File: config.mk
export PLATFORM = sky130hd
export DESIGN_NAME = vga_scanout_flat
export DESIGN_NICKNAME = d
export VERILOG_FILES = /design/src/rtl/vga_timing_pkg.sv /design/src/rtl/vga_scanout_if.sv /design/src/rtl/vga_delay_line.sv /design/src/rtl/vga_scanout.sv /design/src/flat_wrapper.sv
export SDC_FILE = /design/constraint.sdc
export NUM_CORES = 1
export LEC_CHECK = 0
export BUFFER_PORTS_ARGS = -buffer_cell sky130_fd_sc_hd__buf_2
export CAP_MARGIN = 20
export CORE_AREA = 2 2 79 81
export CTS_CLUSTER_SIZE = 20
export DETAILED_ROUTE_END_ITERATION = 12
export DIE_AREA = 0 0 81 83
export PLACE_DENSITY = 0.57
export SYNTH_ARGS = -nofsm -noshare
export SYNTH_HDL_FRONTEND = slang
export SYNTH_HIERARCHICAL = 1
export SYNTH_SLANG_ARGS = --single-unit
File: constraint.sdc
create_clock -name clk -period 3.45 [get_ports clk]
set_clock_uncertainty 0.2 [all_clocks]
set_input_delay 0.5175 -clock clk [delete_from_list [all_inputs] [get_ports clk]]
set_output_delay 0.5175 -clock clk [all_outputs]
set_load 0.005 [all_outputs]
File: src/rtl/vga_timing_pkg.sv
`default_nettype none
// +----------------------------------------------------------------------+
// | vga_timing_pkg : 640x480@60 timing constants and colour bit indices  |
// | Rev 1.0                                                              |
// +----------------------------------------------------------------------+
package vga_timing_pkg;

    localparam int c_H_ACTIVE = 640;
    localparam int c_H_FP     = 16;
    localparam int c_H_SYNC   = 96;
    localparam int c_H_BP     = 48;
    localparam int c_V_ACTIVE = 480;
    localparam int c_V_FP     = 10;
    localparam int c_V_SYNC   = 2;
    localparam int c_V_BP     = 33;

    localparam int c_H_TOTAL    = c_H_ACTIVE + c_H_FP + c_H_SYNC + c_H_BP;
    localparam int c_V_TOTAL    = c_V_ACTIVE + c_V_FP + c_V_SYNC + c_V_BP;
    localparam int c_HS_START   = c_H_ACTIVE + c_H_FP;
    localparam int c_HS_END     = c_HS_START + c_H_SYNC;
    localparam int c_VS_START   = c_V_ACTIVE + c_V_FP;
    localparam int c_VS_END     = c_VS_START + c_V_SYNC;

    localparam int c_SCALE_SHIFT = 2;
    localparam int c_RAM_LATENCY = 1;

    localparam int c_X_W      = 8;
    localparam int c_Y_W      = 7;
    localparam int c_COLOUR_W = 3;
    localparam int c_PIN_W    = 8;

    localparam int c_R_BIT = 2;
    localparam int c_G_BIT = 1;
    localparam int c_B_BIT = 0;

    // Bit positions of the per-pixel control bundle carried down the pipeline
    localparam int c_TAP_HS  = 3;
    localparam int c_TAP_VS  = 2;
    localparam int c_TAP_ACT = 1;
    localparam int c_TAP_F0  = 0;
    localparam int c_TAP_W   = 4;

    function automatic logic [c_PIN_W-1:0] colour_expand(input logic bit_in);
        return {c_PIN_W{bit_in}};
    endfunction

endpackage
`default_nettype wire

File: src/rtl/vga_scanout_if.sv
`default_nettype none
// +----------------------------------------------------------------------+
// | vga_scanout_if : image_ram read port plus VGA pin bundle             |
// | Rev 1.0                                                              |
// +----------------------------------------------------------------------+
interface vga_scanout_if;
    import vga_timing_pkg::*;

    logic [c_X_W-1:0]      x_vga;
    logic [c_Y_W-1:0]      y_vga;
    logic [c_COLOUR_W-1:0] dout_vga;
    logic [c_PIN_W-1:0]    vga_r;
    logic [c_PIN_W-1:0]    vga_g;
    logic [c_PIN_W-1:0]    vga_b;
    logic                  vga_hs;
    logic                  vga_vs;
    logic                  vga_blank_n;
    logic                  frame_start;

    modport master (
        output x_vga, y_vga, vga_r, vga_g, vga_b, vga_hs, vga_vs, vga_blank_n, frame_start,
        input  dout_vga
    );

    modport slave (
        input  x_vga, y_vga, vga_r, vga_g, vga_b, vga_hs, vga_vs, vga_blank_n, frame_start,
        output dout_vga
    );
endinterface
`default_nettype wire

File: src/rtl/vga_delay_line.sv
`default_nettype none
// +----------------------------------------------------------------------+
// | vga_delay_line : fixed-depth shift register, async reset to a value  |
// | Rev 1.0                                                              |
// +----------------------------------------------------------------------+
module vga_delay_line #(
    parameter int               WIDTH     = 4,
    parameter int               DEPTH     = 3,
    parameter logic [WIDTH-1:0] RESET_VAL = '0
) (
    input  wire logic             clk,
    input  wire logic             reset,
    input  wire logic [WIDTH-1:0] i_d,
    output logic      [WIDTH-1:0] o_q
);
    logic [WIDTH-1:0] r_pipe [DEPTH];

    always_ff @(posedge clk or negedge reset) begin
        if (!reset) begin
            for (int i = 0; i < DEPTH; i++) begin
                r_pipe[i] <= RESET_VAL;
            end
        end else begin
            r_pipe[0] <= i_d;
            for (int i = 1; i < DEPTH; i++) begin
                r_pipe[i] <= r_pipe[i-1];
            end
        end
    end

    assign o_q = r_pipe[DEPTH-1];
endmodule
`default_nettype wire

File: src/rtl/vga_scanout.sv
`default_nettype none
// +----------------------------------------------------------------------+
// | vga_scanout : raster walker reading image_ram and driving VGA pins   |
// | Rev 1.0                                                              |
// +----------------------------------------------------------------------+
module vga_scanout
    import vga_timing_pkg::*;
#(
    parameter int H_ACTIVE    = c_H_ACTIVE,
    parameter int H_FP        = c_H_FP,
    parameter int H_SYNC      = c_H_SYNC,
    parameter int H_BP        = c_H_BP,
    parameter int V_ACTIVE    = c_V_ACTIVE,
    parameter int V_FP        = c_V_FP,
    parameter int V_SYNC      = c_V_SYNC,
    parameter int V_BP        = c_V_BP,
    parameter int SCALE_SHIFT = c_SCALE_SHIFT,
    parameter int RAM_LATENCY = c_RAM_LATENCY
) (
    input  wire logic     clk,
    input  wire logic     reset,
    vga_scanout_if.master bus
);
    localparam int c_HT   = H_ACTIVE + H_FP + H_SYNC + H_BP;
    localparam int c_VT   = V_ACTIVE + V_FP + V_SYNC + V_BP;
    localparam int c_HW   = $clog2(c_HT);
    localparam int c_VW   = $clog2(c_VT);
    localparam int c_PIPE = 2 + RAM_LATENCY;

    localparam logic [c_HW-1:0] c_H_LAST = c_HW'(c_HT - 1);
    localparam logic [c_HW-1:0] c_H_ACT  = c_HW'(H_ACTIVE);
    localparam logic [c_HW-1:0] c_HS_LO  = c_HW'(H_ACTIVE + H_FP);
    localparam logic [c_HW-1:0] c_HS_HI  = c_HW'(H_ACTIVE + H_FP + H_SYNC);
    localparam logic [c_VW-1:0] c_V_LAST = c_VW'(c_VT - 1);
    localparam logic [c_VW-1:0] c_V_ACT  = c_VW'(V_ACTIVE);
    localparam logic [c_VW-1:0] c_VS_LO  = c_VW'(V_ACTIVE + V_FP);
    localparam logic [c_VW-1:0] c_VS_HI  = c_VW'(V_ACTIVE + V_FP + V_SYNC);

    // Idle bundle: syncs deasserted (high), blanked, no frame pulse
    localparam logic [c_TAP_W-1:0] c_TAP_IDLE = 4'b1100;

    logic [c_HW-1:0]    r_hcount;
    logic [c_VW-1:0]    r_vcount;
    logic [c_X_W-1:0]   r_x_vga;
    logic [c_Y_W-1:0]   r_y_vga;
    logic [c_PIN_W-1:0] r_vga_r;
    logic [c_PIN_W-1:0] r_vga_g;
    logic [c_PIN_W-1:0] r_vga_b;

    logic               w_active;
    logic               w_hs_raw;
    logic               w_vs_raw;
    logic               w_frame0;
    logic [c_TAP_W-1:0] w_tap_d;
    logic [c_TAP_W-1:0] w_tap_q;
    logic               w_colour_act;

    always_ff @(posedge clk or negedge reset) begin
        if (!reset) begin
            r_hcount <= '0;
            r_vcount <= '0;
        end else if (r_hcount == c_H_LAST) begin
            r_hcount <= '0;
            r_vcount <= (r_vcount == c_V_LAST) ? '0 : r_vcount + 1'b1;
        end else begin
            r_hcount <= r_hcount + 1'b1;
        end
    end

    assign w_active = (r_hcount < c_H_ACT) && (r_vcount < c_V_ACT);
    assign w_hs_raw = !((r_hcount >= c_HS_LO) && (r_hcount < c_HS_HI));
    assign w_vs_raw = !((r_vcount >= c_VS_LO) && (r_vcount < c_VS_HI));
    assign w_frame0 = (r_hcount == '0) && (r_vcount == '0);
    assign w_tap_d  = {w_hs_raw, w_vs_raw, w_active, w_frame0};

    // Address only moves inside the visible area so the RAM port sees no glitches in blanking
    always_ff @(posedge clk or negedge reset) begin
        if (!reset) begin
            r_x_vga <= '0;
            r_y_vga <= '0;
        end else if (w_active) begin
            r_x_vga <= c_X_W'(r_hcount >> SCALE_SHIFT);
            r_y_vga <= c_Y_W'(r_vcount >> SCALE_SHIFT);
        end
    end

    vga_delay_line #(
        .WIDTH     (c_TAP_W),
        .DEPTH     (c_PIPE),
        .RESET_VAL (c_TAP_IDLE)
    ) u_ctrl_dly (
        .clk   (clk),
        .reset (reset),
        .i_d   (w_tap_d),
        .o_q   (w_tap_q)
    );

    // One stage shorter: gates the colour register that forms the last pipeline stage
    vga_delay_line #(
        .WIDTH     (1),
        .DEPTH     (c_PIPE - 1),
        .RESET_VAL (1'b0)
    ) u_colour_dly (
        .clk   (clk),
        .reset (reset),
        .i_d   (w_active),
        .o_q   (w_colour_act)
    );

    always_ff @(posedge clk or negedge reset) begin
        if (!reset) begin
            r_vga_r <= '0;
            r_vga_g <= '0;
            r_vga_b <= '0;
        end else if (w_colour_act) begin
            r_vga_r <= colour_expand(bus.dout_vga[c_R_BIT]);
            r_vga_g <= colour_expand(bus.dout_vga[c_G_BIT]);
            r_vga_b <= colour_expand(bus.dout_vga[c_B_BIT]);
        end else begin
            r_vga_r <= '0;
            r_vga_g <= '0;
            r_vga_b <= '0;
        end
    end

    assign bus.x_vga       = r_x_vga;
    assign bus.y_vga       = r_y_vga;
    assign bus.vga_r       = r_vga_r;
    assign bus.vga_g       = r_vga_g;
    assign bus.vga_b       = r_vga_b;
    assign bus.vga_hs      = w_tap_q[c_TAP_HS];
    assign bus.vga_vs      = w_tap_q[c_TAP_VS];
    assign bus.vga_blank_n = w_tap_q[c_TAP_ACT];
    assign bus.frame_start = w_tap_q[c_TAP_F0];
endmodule
`default_nettype wire

File: src/flat_wrapper.sv
// flat-port wrapper written by rule: the top's interface ports become plain ports
module vga_scanout_flat import vga_timing_pkg::*;
#(
    parameter int H_ACTIVE    = c_H_ACTIVE,
    parameter int H_FP        = c_H_FP,
    parameter int H_SYNC      = c_H_SYNC,
    parameter int H_BP        = c_H_BP,
    parameter int V_ACTIVE    = c_V_ACTIVE,
    parameter int V_FP        = c_V_FP,
    parameter int V_SYNC      = c_V_SYNC,
    parameter int V_BP        = c_V_BP,
    parameter int SCALE_SHIFT = c_SCALE_SHIFT,
    parameter int RAM_LATENCY = c_RAM_LATENCY
)
  (clk, reset, bus_x_vga, bus_y_vga, bus_vga_r, bus_vga_g, bus_vga_b, bus_vga_hs, bus_vga_vs, bus_vga_blank_n, bus_frame_start, bus_dout_vga);
  vga_scanout_if bus_i ();
  input  wire logic clk;
  input  wire logic reset;
  output wire logic [$bits(bus_i.x_vga)-1:0] bus_x_vga;
  output wire logic [$bits(bus_i.y_vga)-1:0] bus_y_vga;
  output wire logic [$bits(bus_i.vga_r)-1:0] bus_vga_r;
  output wire logic [$bits(bus_i.vga_g)-1:0] bus_vga_g;
  output wire logic [$bits(bus_i.vga_b)-1:0] bus_vga_b;
  output wire logic [$bits(bus_i.vga_hs)-1:0] bus_vga_hs;
  output wire logic [$bits(bus_i.vga_vs)-1:0] bus_vga_vs;
  output wire logic [$bits(bus_i.vga_blank_n)-1:0] bus_vga_blank_n;
  output wire logic [$bits(bus_i.frame_start)-1:0] bus_frame_start;
  input wire logic [$bits(bus_i.dout_vga)-1:0] bus_dout_vga;
  assign bus_x_vga = bus_i.x_vga;
  assign bus_y_vga = bus_i.y_vga;
  assign bus_vga_r = bus_i.vga_r;
  assign bus_vga_g = bus_i.vga_g;
  assign bus_vga_b = bus_i.vga_b;
  assign bus_vga_hs = bus_i.vga_hs;
  assign bus_vga_vs = bus_i.vga_vs;
  assign bus_vga_blank_n = bus_i.vga_blank_n;
  assign bus_frame_start = bus_i.frame_start;
  assign bus_i.dout_vga = bus_dout_vga;
  vga_scanout #(.H_ACTIVE(H_ACTIVE), .H_FP(H_FP), .H_SYNC(H_SYNC), .H_BP(H_BP), .V_ACTIVE(V_ACTIVE), .V_FP(V_FP), .V_SYNC(V_SYNC), .V_BP(V_BP), .SCALE_SHIFT(SCALE_SHIFT), .RAM_LATENCY(RAM_LATENCY)) u_core (.clk(clk), .reset(reset), .bus(bus_i));
endmodule
==> impl_metrics.ini <==
[placement]
post-place-ws_ns = 1.13
gp_congestion = 0.755
place_area_um2 = 2420
port_buffers = 47
dp_hpwl_mm = 2.68
dpl.cell_count = 281

[yosys]
synth-edff-count = 0
yosysWarningCount = 6
async_flop_share_pct = 100
yosysSeqAreaShare_pct = 56.7
synthCells = 190
synth_cell_types = 40
yosys_most_used_dff = dfrtp_1
synth_fp_nets = 199
avgSynthCellArea_um2 = 12.1
synth-seq-cells = 52
syn_area_um2 = 2310

[floorplanning]
die_x_um = 81
num_rows = 28
ios = 48
core_area_um2 = 5820
die-area_um2 = 6720
die_h_um = 83
start_util_pct = 39.7

[setup_path]
arrival_ns = 2.28
crit_path_top_delay_cell = nor2_2
cp_max_fo = 17
critPathTopFamily = simple AND/OR/NAND/NOR gates
critical_path_class = register to register
cp-start-kind = register
path_cells = o21ai_0 > nand2_1 > nor2_2 > mux2_2
cp_slowest_stage_delay_ns = 0.70
end_kind = register
path_buf_inv = 0
worstPathRequired_ns = 3.44

[cts]
clkSinkCount = 52
cts_tree = yes
cts_setup_buffers = 0
clockBufferDepth = 2
root_buffer = clkbuf_8
cts.reportedPaths.clkPinSlew_ns = 0.09
clk_latency_ns = 0.30
cts_buffers = 5
cts_max_level = 2
ctsHoldBuffers = 0
cts.repair.resized = 0

[final_layout]
mostFrequentLayoutCells = 47 x buf_2, 46 x dfrtp_1, 12 x nor2_1
fin_util_pct = 43.1
layout_commonest_cell = buf_2
stdcell_count = 289
num-fill-cells = 575
drive_gt1_share_pct = 35.0
syn2layout_area_growth_pct = 8.51
nets = 222
n_antenna_cell = 0
final_area_um2 = 2500

[sta]
slew_headroom_pct = 41.9
worst_slew_pin_slew_ns = 0.871
tns_ns = 0
setup_viol = 0
clock.fmax_mhz = 437
rsz0062_at_grt = no
post-route-period-util_pct = 66.3
fin_ws_ns = 1.16
timing.final.hold_violations = 0
finalCriticalPeriod_ns = 2.29
drv_slew = 0

[drt]
ant_nets = 0
vias = 1399
firstDrtPassIters = 4
drtIter0Drc = 94
drt_wl_total_mm = 3.84
viasPerCell = 4.84
drc = 0
post_drt_wl_per_cell_um = 13.3

[global_route]
first_global_vias = 1307
grtUsageTotal_pct = 12.5
grt_max_degree = 34
grt_pass1_wl_mm = 6.56
antenna_found_initial = 0
grt-ovfl-total = 0

[min_path]
hp-class = input port to asynchronous set/reset pin

[power_and_ir_drop]
power.density_nw_per_um2 = 389
ir_drop_uv = 231
power.leakage_nw = 1.20

[run]
max-cap-violations = 0

[outcome]
outcome = finished clean
-- kinds of logic after synthesis --
logic type      synth area share, %
xor+xnor                       3.80
flops                          56.7
compound gates                 4.50
buf+inv                        10.6
simple gates                   14.9
mux                            7.32
fa+ha+maj                      2.17
-- layout make-up --
cell class                      count  area (um^2)  share of cell area, %
Multi-Input combinational cell    100          754                   30.1
Tap cell                           75         93.8                   3.75
Timing Repair Buffer               48          243                   9.70
Inverter                            6         22.5                  0.900
Clock inverter                      1         5.00                  0.200
Sequential cell                    52         1310                   52.3
Clock buffer                        7         76.3                   3.05
-- worst reg2reg max path: cells and delay by family, from the launching register on --
family             cells  cell delay [ns]
and+or+nand+nor        2             0.82
DFF                    1             0.52
muxes                  1             0.42
AOI/OAI and AO/OA      1             0.22
-- report_power, final --
group / leakage (nW) / switching, mW / internal [mW]
clock: 0.0422 / 0.188 / 0.143
combinational: 0.515 / 0.0185 / 0.0122
sequential: 0.648 / 0.00244 / 0.611
total: 1.20 / 0.208 / 0.766
-- Yosys cell counts (2+ instances only) --
cell / n / area (um^2)
dfrtp_1: 46 / 1150
buf_4: 26 / 195
nor2_1: 12 / 45.0
mux2_2: 11 / 124
nand4_1: 7 / 43.8
dfstp_2: 6 / 158
inv_1: 6 / 22.5
xnor2_1: 6 / 52.6
and3_1: 5 / 31.3
nand3_1: 5 / 25.0
and2_1: 4 / 25.0
ha_1: 4 / 50.1
mux2_1: 4 / 45.0
nand2_1: 4 / 15.0
nor4_1: 4 / 25.0
xor2_1: 4 / 35.0
a21oi_1: 3 / 15.0
buf_2: 3 / 15.0
clkbuf_1: 3 / 11.3
o21ai_0: 3 / 15.0
a22o_1: 2 / 17.5
nor2b_1: 2 / 12.5
nor3_1: 2 / 10.0
o22a_1: 2 / 17.5
-- routing by layer --
layer,vias up,share of wire (%),GRT usage [%]
met3,4,5.9,3.70
met4,0,1.3,4.31
met1,677,47,18.1
met5,-,0,0
met2,43,45,17.7
li1,675,-,-
-- registers in the layout, summed over array words and instances (netlist names) --
name                        cells
u_core/u_colour_dly/o_q         1
u_core/u_colour_dly/r_pipe      1
u_core/bus.x_vga                8
u_core/bus.vga_g                1
u_core/bus.vga_r                1
u_core/bus.y_vga                7
u_core/r_hcount                10
u_core/bus.vga_b                1
u_core/u_ctrl_dly/r_pipe        8
u_core/r_vcount                10
u_core/u_ctrl_dly/o_q           4
-- stage by stage --
stage | hold WS (ns) | power (mW)
after floorplan | 0.0219 | 0.647
after global placement | 0.132 | 0.658
after detailed placement | 0.136 | 0.658
after CTS | 0.100 | 0.992
after global routing | 0.126 | 1.02
final | 0.0688 | 0.975
-- final timing paths --
check	slack, ns	endpoint	startpoint	cells after the start
max in group asynchronous	2.25	u_core/r_hcount[1]	reset	2
setup / recovery	1.16	u_core/bus.x_vga[4]	u_core/r_hcount[7]	4
hold reg to reg	0.15	u_core/u_colour_dly/o_q	u_core/u_colour_dly/r_pipe[1]	0
setup reg to reg	1.16	u_core/bus.x_vga[4]	u_core/r_hcount[7]	4
hold / removal	0.07	u_core/bus.vga_b[6]	reset	1
min in group clk	0.15	u_core/u_colour_dly/o_q	u_core/u_colour_dly/r_pipe[1]	0
Power figures use the tool's default switching activity.
